## src/rtl/reg_file_sb_if.sv

```systemverilog
// reg_file_sb_if: decode/writeback bus for reg_file_sb. Carries two read ports with busy flags, the writeback write port, the issue-time mark port, and the pending count and error status.
interface reg_file_sb_if #(
  parameter int WIDTH = 16,
  parameter int DEPTH = 4
);
  localparam int AW = $clog2(DEPTH);
  logic [AW-1:0]    rd_addr1, rd_addr2, wr_addr, mark_addr;
  logic [WIDTH-1:0] rd_data1, rd_data2, wr_data;
  logic             busy1, busy2, wr_en, mark_en, err;
  logic [AW:0]      num_pending;
  modport master (
    output rd_addr1, rd_addr2, wr_en, wr_addr, wr_data, mark_en, mark_addr,
    input  rd_data1, rd_data2, busy1, busy2, num_pending, err
  );
  modport slave (
    input  rd_addr1, rd_addr2, wr_en, wr_addr, wr_data, mark_en, mark_addr,
    output rd_data1, rd_data2, busy1, busy2, num_pending, err
  );
endinterface

```

## src/rtl/reg_file_sb.sv

```systemverilog
// reg_file_sb: register file with write-through read bypass and per-register pending scoreboard. Ports: clk, reset (async active-low), bus (slave).
module reg_file_sb #(
  parameter int WIDTH    = 16,
  parameter int DEPTH    = 4,
  parameter int ZERO_REG = 0
) (
  input logic         clk,
  input logic         reset,
  reg_file_sb_if.slave bus
);
  localparam int AW = $clog2(DEPTH);
  logic [WIDTH-1:0] mem [DEPTH];
  logic [DEPTH-1:0] pend, pend_nx;
  logic [AW:0]      cnt, np_q;
  logic             err_q, wr_ok, mk_ok, hit1, hit2;
  assign wr_ok = bus.wr_en && !(ZERO_REG != 0 && bus.wr_addr == '0);
  assign mk_ok = bus.mark_en && !(ZERO_REG != 0 && bus.mark_addr == '0);
  // Bypass is gated by reset so reads are 0 while reset is held low.
  assign hit1 = reset && wr_ok && bus.wr_addr == bus.rd_addr1;
  assign hit2 = reset && wr_ok && bus.wr_addr == bus.rd_addr2;
  assign bus.rd_data1 = hit1 ? bus.wr_data : mem[bus.rd_addr1];
  assign bus.rd_data2 = hit2 ? bus.wr_data : mem[bus.rd_addr2];
  assign bus.busy1 = pend[bus.rd_addr1] && !hit1;
  assign bus.busy2 = pend[bus.rd_addr2] && !hit2;
  assign bus.num_pending = np_q;
  assign bus.err = err_q;
  // Mark is applied after the write clear so a same-edge mark wins.
  always_comb begin
    pend_nx = pend;
    if (wr_ok) pend_nx[bus.wr_addr] = 1'b0;
    if (mk_ok) pend_nx[bus.mark_addr] = 1'b1;
  end
  always_comb begin
    cnt = '0;
    for (int i = 0; i < DEPTH; i++) cnt = cnt + {{AW{1'b0}}, pend_nx[i]};
  end
  always_ff @(posedge clk or negedge reset) begin
    if (!reset) begin
      for (int i = 0; i < DEPTH; i++) mem[i] <= '0;
      pend  <= '0;
      np_q  <= '0;
      err_q <= 1'b0;
    end else begin
      if (wr_ok) mem[bus.wr_addr] <= bus.wr_data;
      pend <= pend_nx;
      np_q <= cnt;
      if (mk_ok && pend[bus.mark_addr] && !(wr_ok && bus.wr_addr == bus.mark_addr)) err_q <= 1'b1;
    end
  end
endmodule

```

## src/flat_wrapper.sv

```systemverilog
// flat-port wrapper written by rule: the top's interface ports become plain ports
module reg_file_sb_flat 
#(
  parameter int WIDTH    = 16,
  parameter int DEPTH    = 4,
  parameter int ZERO_REG = 0
)
  (clk, reset, bus_rd_addr1, bus_rd_addr2, bus_wr_en, bus_wr_addr, bus_wr_data, bus_mark_en, bus_mark_addr, bus_rd_data1, bus_rd_data2, bus_busy1, bus_busy2, bus_num_pending, bus_err);
  reg_file_sb_if #(.WIDTH(WIDTH), .DEPTH(DEPTH)) bus_i ();
  input logic clk;
  input logic reset;
  input wire logic [$bits(bus_i.rd_addr1)-1:0] bus_rd_addr1;
  input wire logic [$bits(bus_i.rd_addr2)-1:0] bus_rd_addr2;
  input wire logic [$bits(bus_i.wr_en)-1:0] bus_wr_en;
  input wire logic [$bits(bus_i.wr_addr)-1:0] bus_wr_addr;
  input wire logic [$bits(bus_i.wr_data)-1:0] bus_wr_data;
  input wire logic [$bits(bus_i.mark_en)-1:0] bus_mark_en;
  input wire logic [$bits(bus_i.mark_addr)-1:0] bus_mark_addr;
  output wire logic [$bits(bus_i.rd_data1)-1:0] bus_rd_data1;
  output wire logic [$bits(bus_i.rd_data2)-1:0] bus_rd_data2;
  output wire logic [$bits(bus_i.busy1)-1:0] bus_busy1;
  output wire logic [$bits(bus_i.busy2)-1:0] bus_busy2;
  output wire logic [$bits(bus_i.num_pending)-1:0] bus_num_pending;
  output wire logic [$bits(bus_i.err)-1:0] bus_err;
  assign bus_i.rd_addr1 = bus_rd_addr1;
  assign bus_i.rd_addr2 = bus_rd_addr2;
  assign bus_i.wr_en = bus_wr_en;
  assign bus_i.wr_addr = bus_wr_addr;
  assign bus_i.wr_data = bus_wr_data;
  assign bus_i.mark_en = bus_mark_en;
  assign bus_i.mark_addr = bus_mark_addr;
  assign bus_rd_data1 = bus_i.rd_data1;
  assign bus_rd_data2 = bus_i.rd_data2;
  assign bus_busy1 = bus_i.busy1;
  assign bus_busy2 = bus_i.busy2;
  assign bus_num_pending = bus_i.num_pending;
  assign bus_err = bus_i.err;
  reg_file_sb #(.WIDTH(WIDTH), .DEPTH(DEPTH), .ZERO_REG(ZERO_REG)) u_core (.clk(clk), .reset(reset), .bus(bus_i));
endmodule
```

## config.mk

```make
export PLATFORM = sky130hd
export DESIGN_NAME = reg_file_sb_flat
export DESIGN_NICKNAME = d
export VERILOG_FILES = /design/src/rtl/reg_file_sb_if.sv /design/src/rtl/reg_file_sb.sv /design/src/flat_wrapper.sv
export SDC_FILE = /design/constraint.sdc
export NUM_CORES = 1
export LEC_CHECK = 0
export ABC_CLOCK_PERIOD_IN_PS = 2700
export BUFFER_PORTS_ARGS = -buffer_cell sky130_fd_sc_hd__buf_4
export CAP_MARGIN = 20
export CELL_PAD_IN_SITES_DETAIL_PLACEMENT = 1
export CELL_PAD_IN_SITES_GLOBAL_PLACEMENT = 1
export CORE_ASPECT_RATIO = 0.8
export CORE_MARGIN = 8
export CORE_UTILIZATION = 44
export DETAILED_ROUTE_END_ITERATION = 12
export PLACE_DENSITY_LB_ADDON = 0.05
export SLEW_MARGIN = 15
export SYNTH_ARGS = -nofsm -noshare
export SYNTH_HDL_FRONTEND = slang
export SYNTH_SLANG_ARGS = --single-unit
```

## constraint.sdc

```tcl
create_clock -name clk -period 2.7 [get_ports clk]
set_clock_uncertainty 0.1 [all_clocks]
set_input_delay 0.135 -clock clk [delete_from_list [all_inputs] [get_ports clk]]
set_output_delay 0.135 -clock clk [all_outputs]
set_load 0.05 [all_outputs]
```

==> results.json, run 1 <==
{
  "run_status": "finished, final reports clean",
  "drc": 0,
  "start_util": 0.453,
  "cts_tree": "built",
  "drv_cap": 0,
  "drive_gt1_frac": 0.626,
  "finalNonFillerCells": 457,
  "critPathBufInv": 4,
  "clk_latency_ps": 330,
  "clkSinkCount": 72,
  "avgRoutedWirePerCell_um": 22.3,
  "netlist_top_cells_count": "96 x mux2_2, 72 x dfrtp_1, 25 x mux4_2",
  "ioPinCount": 66,
  "crit_cells": 7,
  "drtIter0Drc": 86,
  "fp-row-count": 31,
  "synthesis.area_sq_um": 4090,
  "grt_pass1_wl_mm": 16.1,
  "slew_viol_final": 0,
  "syn2layout_area_growth_pct": 25.9,
  "die_x_um": 124,
  "rsz0062_at_grt": "false",
  "endpoint_kind": "primary output",
  "antenna_found_initial": 0,
  "async_flop_share": 1.00,
  "overflow": 0,
  "worstMarginPinSlew_ps": 921,
  "period_needed_ps": 2250,
  "yosysMostFrequentCell": "mux2_2",
  "numPortBuffers": 65,
  "n_antenna_cell": 0,
  "post-route-period-util": 0.834,
  "synth_fp_nets": 282,
  "synth_xor_area_frac": 0.0128,
  "crit_type": "primary input to primary output",
  "syn_inst": 251,
  "core_area_sq_um": 9040,
  "routed_wl_mm": 10.2,
  "power_frac_seq": 0.345,
  "grt_usage": 0.172,
  "dieArea_sq_um": 12700,
  "critPathMaxFanout": 17,
  "synth_top_family_by_area": "multiplexers",
  "root_buffer": "clkbuf_16",
  "p_comb_frac": 0.363,
  "hold-path-cell-count": 3,
  "place_congestion": 0.701,
  "critPathLaunchType": "primary input",
  "swShare": 0.344,
  "muxShareOfSynthArea": 0.466,
  "die_y_um": 102,
  "avgViaCountPerCell": 5.65,
  "hpwlAfterDp_mm": 6.44,
  "p_int_mw": 2.72,
  "setup_viol": 0,
  "final_hold_viol_count": 0,
  "synth-compound-area-share": 0.00734,
  "worst_ep_arrival_time_ps": 2020,
  "ys_seq_area_frac": 0.440,
  "grt_pass1_vias": 2856,
  "grt_max_degree": 73,
  "synth_top_area_frac": 0.440,
  "synth_edf_count": 0,
  "p_per_area_nw_per_um2": 806,
  "cpPeakStageDelay_ps": 530,
  "routed-via-count": 2583,
  "min_path_type": "primary input to flip-flop",
  "fmax_mhz": 444,
  "crit_required_ps": 2470,
  "path_common_cell": "buf_4",
  "maxSlewHeadroom": 0.386,
  "postRouteAntennaNets": 0,
  "ys_top_cells_by_area": "dfrtp_1 44%, mux2_2 26%, mux4_2 14%",
  "crit_chain": "dlygate4sd3_1 > buf_4 > nand2_1 > nor3_4 > buf_4 > mux2_2 > buf_4",
  "yosysUniqueCellTypes": 24,
  "place_inst": 422,
  "ys.warnings.count": 0,
  "ir_drop_mv": 0.466,
  "p_leak_nw": 2.20,
  "ys_ff_latch": 72,
  "synthAdderAreaFrac": 0.0110,
  "fin_nets": 368,
  "cp_slowest_cell": "dlygate4sd3_1",
  "yosys.area.top_type": "dfrtp_1",
  "r2r_cells": 5,
  "critPathTopFamily": "buffers and inverters",
  "cts_made_buffers": 9,
  "finalSetupTns_ps": 0,
  "yosys_most_used_dff": "dfrtp_1",
  "dr.pass1.iters": 4,
  "avgSynthCellArea_sq_um": 16.3,
  "clk_path_buf_depth": 2,
  "clk_pin_slew_worst_paths_ps": 50,
  "p_sw_mw": 1.43,
  "yosys.area_share.simple": 0.0284,
  "cts_htree_levels": 3,
  "clkPwrFrac": 0.292
}
power by group through the flow:
| stage | logic (mW) | registers (mW) | clock network [mW] |
|---|---|---|---|
| 4_1_cts | 1.53 | 1.43 | 1.25 |
| 3_5_place_dp | 1.50 | 1.45 | 0 |
| 3_3_place_gp | 1.48 | 1.43 | 0 |
| 5_1_grt | 1.60 | 1.46 | 1.29 |
| 2_1_floorplan | 1.05 | 1.46 | 0 |
| 6_report | 1.51 | 1.43 | 1.21 |
area by class of cell:
type,instances,area (sq um)
Fill cell,862,3890
Clock buffer,12,256
Sequential cell,72,1800
Timing Repair Buffer,92,738
Inverter,2,7.51
Clock inverter,4,52.6
Tap cell,115,144
Multi-Input combinational cell,160,2150
routing by layer:
layer	vias up	track usage	wire, um	share of wire
met2	55	0.284	5000	0.49
met1	1354	0.215	4520	0.44
met3	16	0.0414	460	0.045
li1	1158	-	-	-
met5	-	0	0	0
met4	0	0.0665	197	0.019
metrics by stage:
| stage | setup WS (ps) | hold slack [ps] | utilization | total power, mW | instance area, sq um |
|---|---|---|---|---|---|
| floorplan | 543 | -261 | - | 2.51 | 4090 |
| global placement | 725 | 293 | 0.515 | 2.92 | 4650 |
| detailed placement | 725 | 306 | 0.515 | 2.95 | 4650 |
| CTS | 450 | 73.8 | 0.570 | 4.20 | 5150 |
| global route | 369 | 90.7 | 0.570 | 4.34 | 5150 |
| finish | 449 | 88.7 | 0.570 | 4.15 | 5150 |
what timing repair did:
action                    4_1_cts  5_1_grt
hold endpoints to repair      138        0
hold buffers                   19        0
buffers inserted                0        0
resized for setup               0        0
final timing paths:
check,from,end,slack (ps)
worst max-delay path,reset,bus_rd_data1[15],450
worst min-delay path,bus_wr_en,u_core.bus.err,90
worst max register to register,u_core.pend[1],u_core.bus.num_pending[1],900
worst min register to register,u_core.bus.err,u_core.bus.err,380
max in group asynchronous,reset,u_core.mem[23],1420
min in group asynchronous,reset,u_core.mem[52],480
flip-flops by register name (all words and copies together) (netlist names):
| register | count |
|---|---|
| u_core.bus.err | 1 |
| u_core.bus.num_pending | 3 |
| u_core.mem | 64 |
| u_core.pend | 4 |
cells by family after synthesis:
logic type / after synthesis
XOR/XNOR: 6
AND/OR/NAND/NOR: 15
multiplexers: 131
buffers and inverters: 19
AO/OA/AOI/OAI: 5
adder cells (fa/ha/maj): 3
flip-flops: 72
layout by cell type (no fill, tap or decap), drive strengths merged:
| master | instances |
|---|---|
| nand2 | 5 |
| o21ai | 3 |
| xor2 | 4 |
| nor2b | 1 |
| inv | 2 |
| nor3b | 1 |
| ha | 2 |
| dlygate4sd3 | 19 |
| a31o | 1 |
| nor3 | 2 |
| fa | 1 |
| dfrtp | 72 |
| buf | 73 |
| mux2 | 96 |
| o22ai | 1 |
| mux4 | 35 |
| clkinv | 3 |
| and2b | 1 |
| nand3b | 2 |
| xnor2 | 2 |
| nand2b | 1 |
| nand3 | 2 |
| clkbuf | 12 |
| bufinv | 1 |
worst register-to-register path, cell delays in order (launching register included):
cell     delay (ps)
dfrtp_1         400
nand2_1          70
o21ai_0         120
ha_1            310
fa_1            390
ha_1            280
Note: power is estimated with default switching activity, not from simulation.
==> inputs of run 2 (changes only) <==
ABC_CLOCK_PERIOD_IN_PS = 2300   (was 2700)
clock period = 2.3 ns   (was 2.7 ns; I/O delays follow)
==> run 2 against run 1 <==
Effect of this change: sequential share of layout area is 0.19 points lower; wire length fell by 0.14%; clock power increased by 24%; worst hold slack worse by 29 ps; register-to-register slack worse by 400 ps; combinational power increased by 18%; final cell count grew 0.22%; highest routed layer unchanged.
==> results.json, run 2 (synthesis gave the netlist of run 1 again) <==
{
  "dr.pass1.iters": 4,
  "worstMarginPinSlew_ps": 930,
  "post-route-period-util": 0.945,
  "drv_cap": 0,
  "regMostFlops": "u_core.mem",
  "ioPinCount": 66,
  "grt_max_degree": 73,
  "antenna_found_initial": 0,
  "crit_type": "primary input to primary output",
  "critPathMaxFanout": 8,
  "clk_path_buf_depth": 2,
  "overflow": 0,
  "place_area_sq_um": 4670,
  "start_util": 0.453,
  "avgViaCountPerCell": 5.71,
  "routed-via-count": 2616,
  "finalSetupTns_ps": 0,
  "min_path_type": "primary input to flip-flop",
  "postRouteAntennaNets": 0,
  "core_area_sq_um": 9040,
  "finalNonFillerCells": 458,
  "p_sw_mw": 1.67,
  "power_frac_seq": 0.340,
  "cts-resized-gates": 0,
  "regArea_sq_um": 1800,
  "fmax_mhz": 460,
  "p_int_mw": 3.30,
  "grt_usage": 0.177,
  "period_needed_ps": 2170,
  "clkPwrFrac": 0.302,
  "cts_tree": "built",
  "root_buffer": "clkbuf_16",
  "fp-row-count": 31,
  "place_inst": 424,
  "die_y_um": 102,
  "largest_reg_flops": 64,
  "drc": 0,
  "hold-path-cell-count": 3,
  "cts_made_buffers": 9,
  "p_comb_frac": 0.358,
  "critPathLaunchType": "primary input",
  "clkSinkCount": 72,
  "grt_pass1_wl_mm": 16.8,
  "final_cell_mix": "96 x mux2_2, 75 x buf_4, 72 x dfrtp_1",
  "hold_ws_ps": 60.2,
  "die_x_um": 124,
  "clk_latency_ps": 330,
  "maxSlewHeadroom": 0.380,
  "place_congestion": 0.707,
  "layout.cell_area.non_filler_sq_um": 5180,
  "grt_pass1_vias": 2967,
  "hpwlAfterDp_mm": 6.72,
  "multiInputGateArea_sq_um": 2150,
  "dieArea_sq_um": 12700,
  "final_common_cell": "mux2_2",
  "drtIter0Drc": 126,
  "run_status": "finished, final reports clean",
  "syn2layout_area_growth_pct": 26.6,
  "r2r_setup_slack_ps": 500,
  "rsz0062_at_grt": "false",
  "final_hold_viol_count": 0,
  "crit_required_ps": 2090,
  "cts_htree_levels": 3,
  "r2r_cells": 5,
  "worst_ep_arrival_time_ps": 1960,
  "cts_post_setup_buffers_inserted": 0,
  "finalPower_mw": 4.97,
  "p_per_area_nw_per_um2": 959,
  "clk_pin_slew_worst_paths_ps": 50,
  "p_leak_nw": 2.21,
  "swShare": 0.336,
  "setup_viol": 0,
  "slew_viol_final": 0,
  "drive_gt1_frac": 0.627,
  "ir_drop_mv": 0.535,
  "fin_nets": 370,
  "numPortBuffers": 65,
  "routed_wl_mm": 10.2,
  "endpoint_kind": "primary output",
  "fillers": 853,
  "n_antenna_cell": 0,
  "avgRoutedWirePerCell_um": 22.2
}
## run 2: changes by cell type in the layout (fill, tap and decap cells not counted)
| cell | previous run | this run |
|---|---|---|
| buf_4 | 73 | 75 |
| clkinv_4 | 2 | 0 |
| bufinv_16 | 1 | 2 |
## run 2: routing by layer
layer | part of all wire | vias to the layer above | GRT usage
met4 | 0.011 | 0 | 0.0489
met3 | 0.051 | 10 | 0.0497
met2 | 0.50 | 55 | 0.289
met1 | 0.44 | 1390 | 0.225
met5 | 0 | - | 0
li1 | - | 1161 | -
## run 2: per-stage QoR
stage	setup WS [ps]	util
detailed placement	432	0.516
finish	126	0.573
global route	31.5	0.573
CTS	36.3	0.573
floorplan	163	-
global placement	442	0.516
## run 2: what timing repair did
| item | CTS | global route |
|---|---|---|
| hold buffers | 19 | 0 |
| hold endpoints to repair | 138 | 0 |
| endpoints found under the setup margin | 0 | 8 |
## run 2: worst max-delay path: stages
cell and delay (ps):
dlygate4sd3_1 520, buf_4 110, nand2_1 140, nor3_4 280, buf_4 250, mux2_2 350
buf_4 190
## run 2: worst paths after layout
check,start,to
max,reset,bus_rd_data2[8]
min,bus_wr_en,u_core.bus.err
max reg2reg,u_core.pend[0],u_core.bus.num_pending[1]
min reg2reg,u_core.bus.err,u_core.bus.err
max in group asynchronous,reset,u_core.mem[60]
min in group asynchronous,reset,u_core.mem[52]
## run 2: area by class of cell
type / instances / area share
clock buffer: 12 / 0.0495
clock inverter: 3 / 0.0126
inverter: 2 / 0.00145
multi-input combinational: 160 / 0.415
sequential: 72 / 0.348
tap: 115 / 0.0278
timing repair buffer: 94 / 0.145
## run 2: power by group through the flow
stage	clock [mW]	combinational, mW	sequential [mW]
floorplan	0	1.24	1.71
global placement	0	1.75	1.69
detailed placement	0	1.77	1.71
CTS	1.53	1.81	1.69
global route	1.58	1.89	1.73
finish	1.50	1.78	1.69
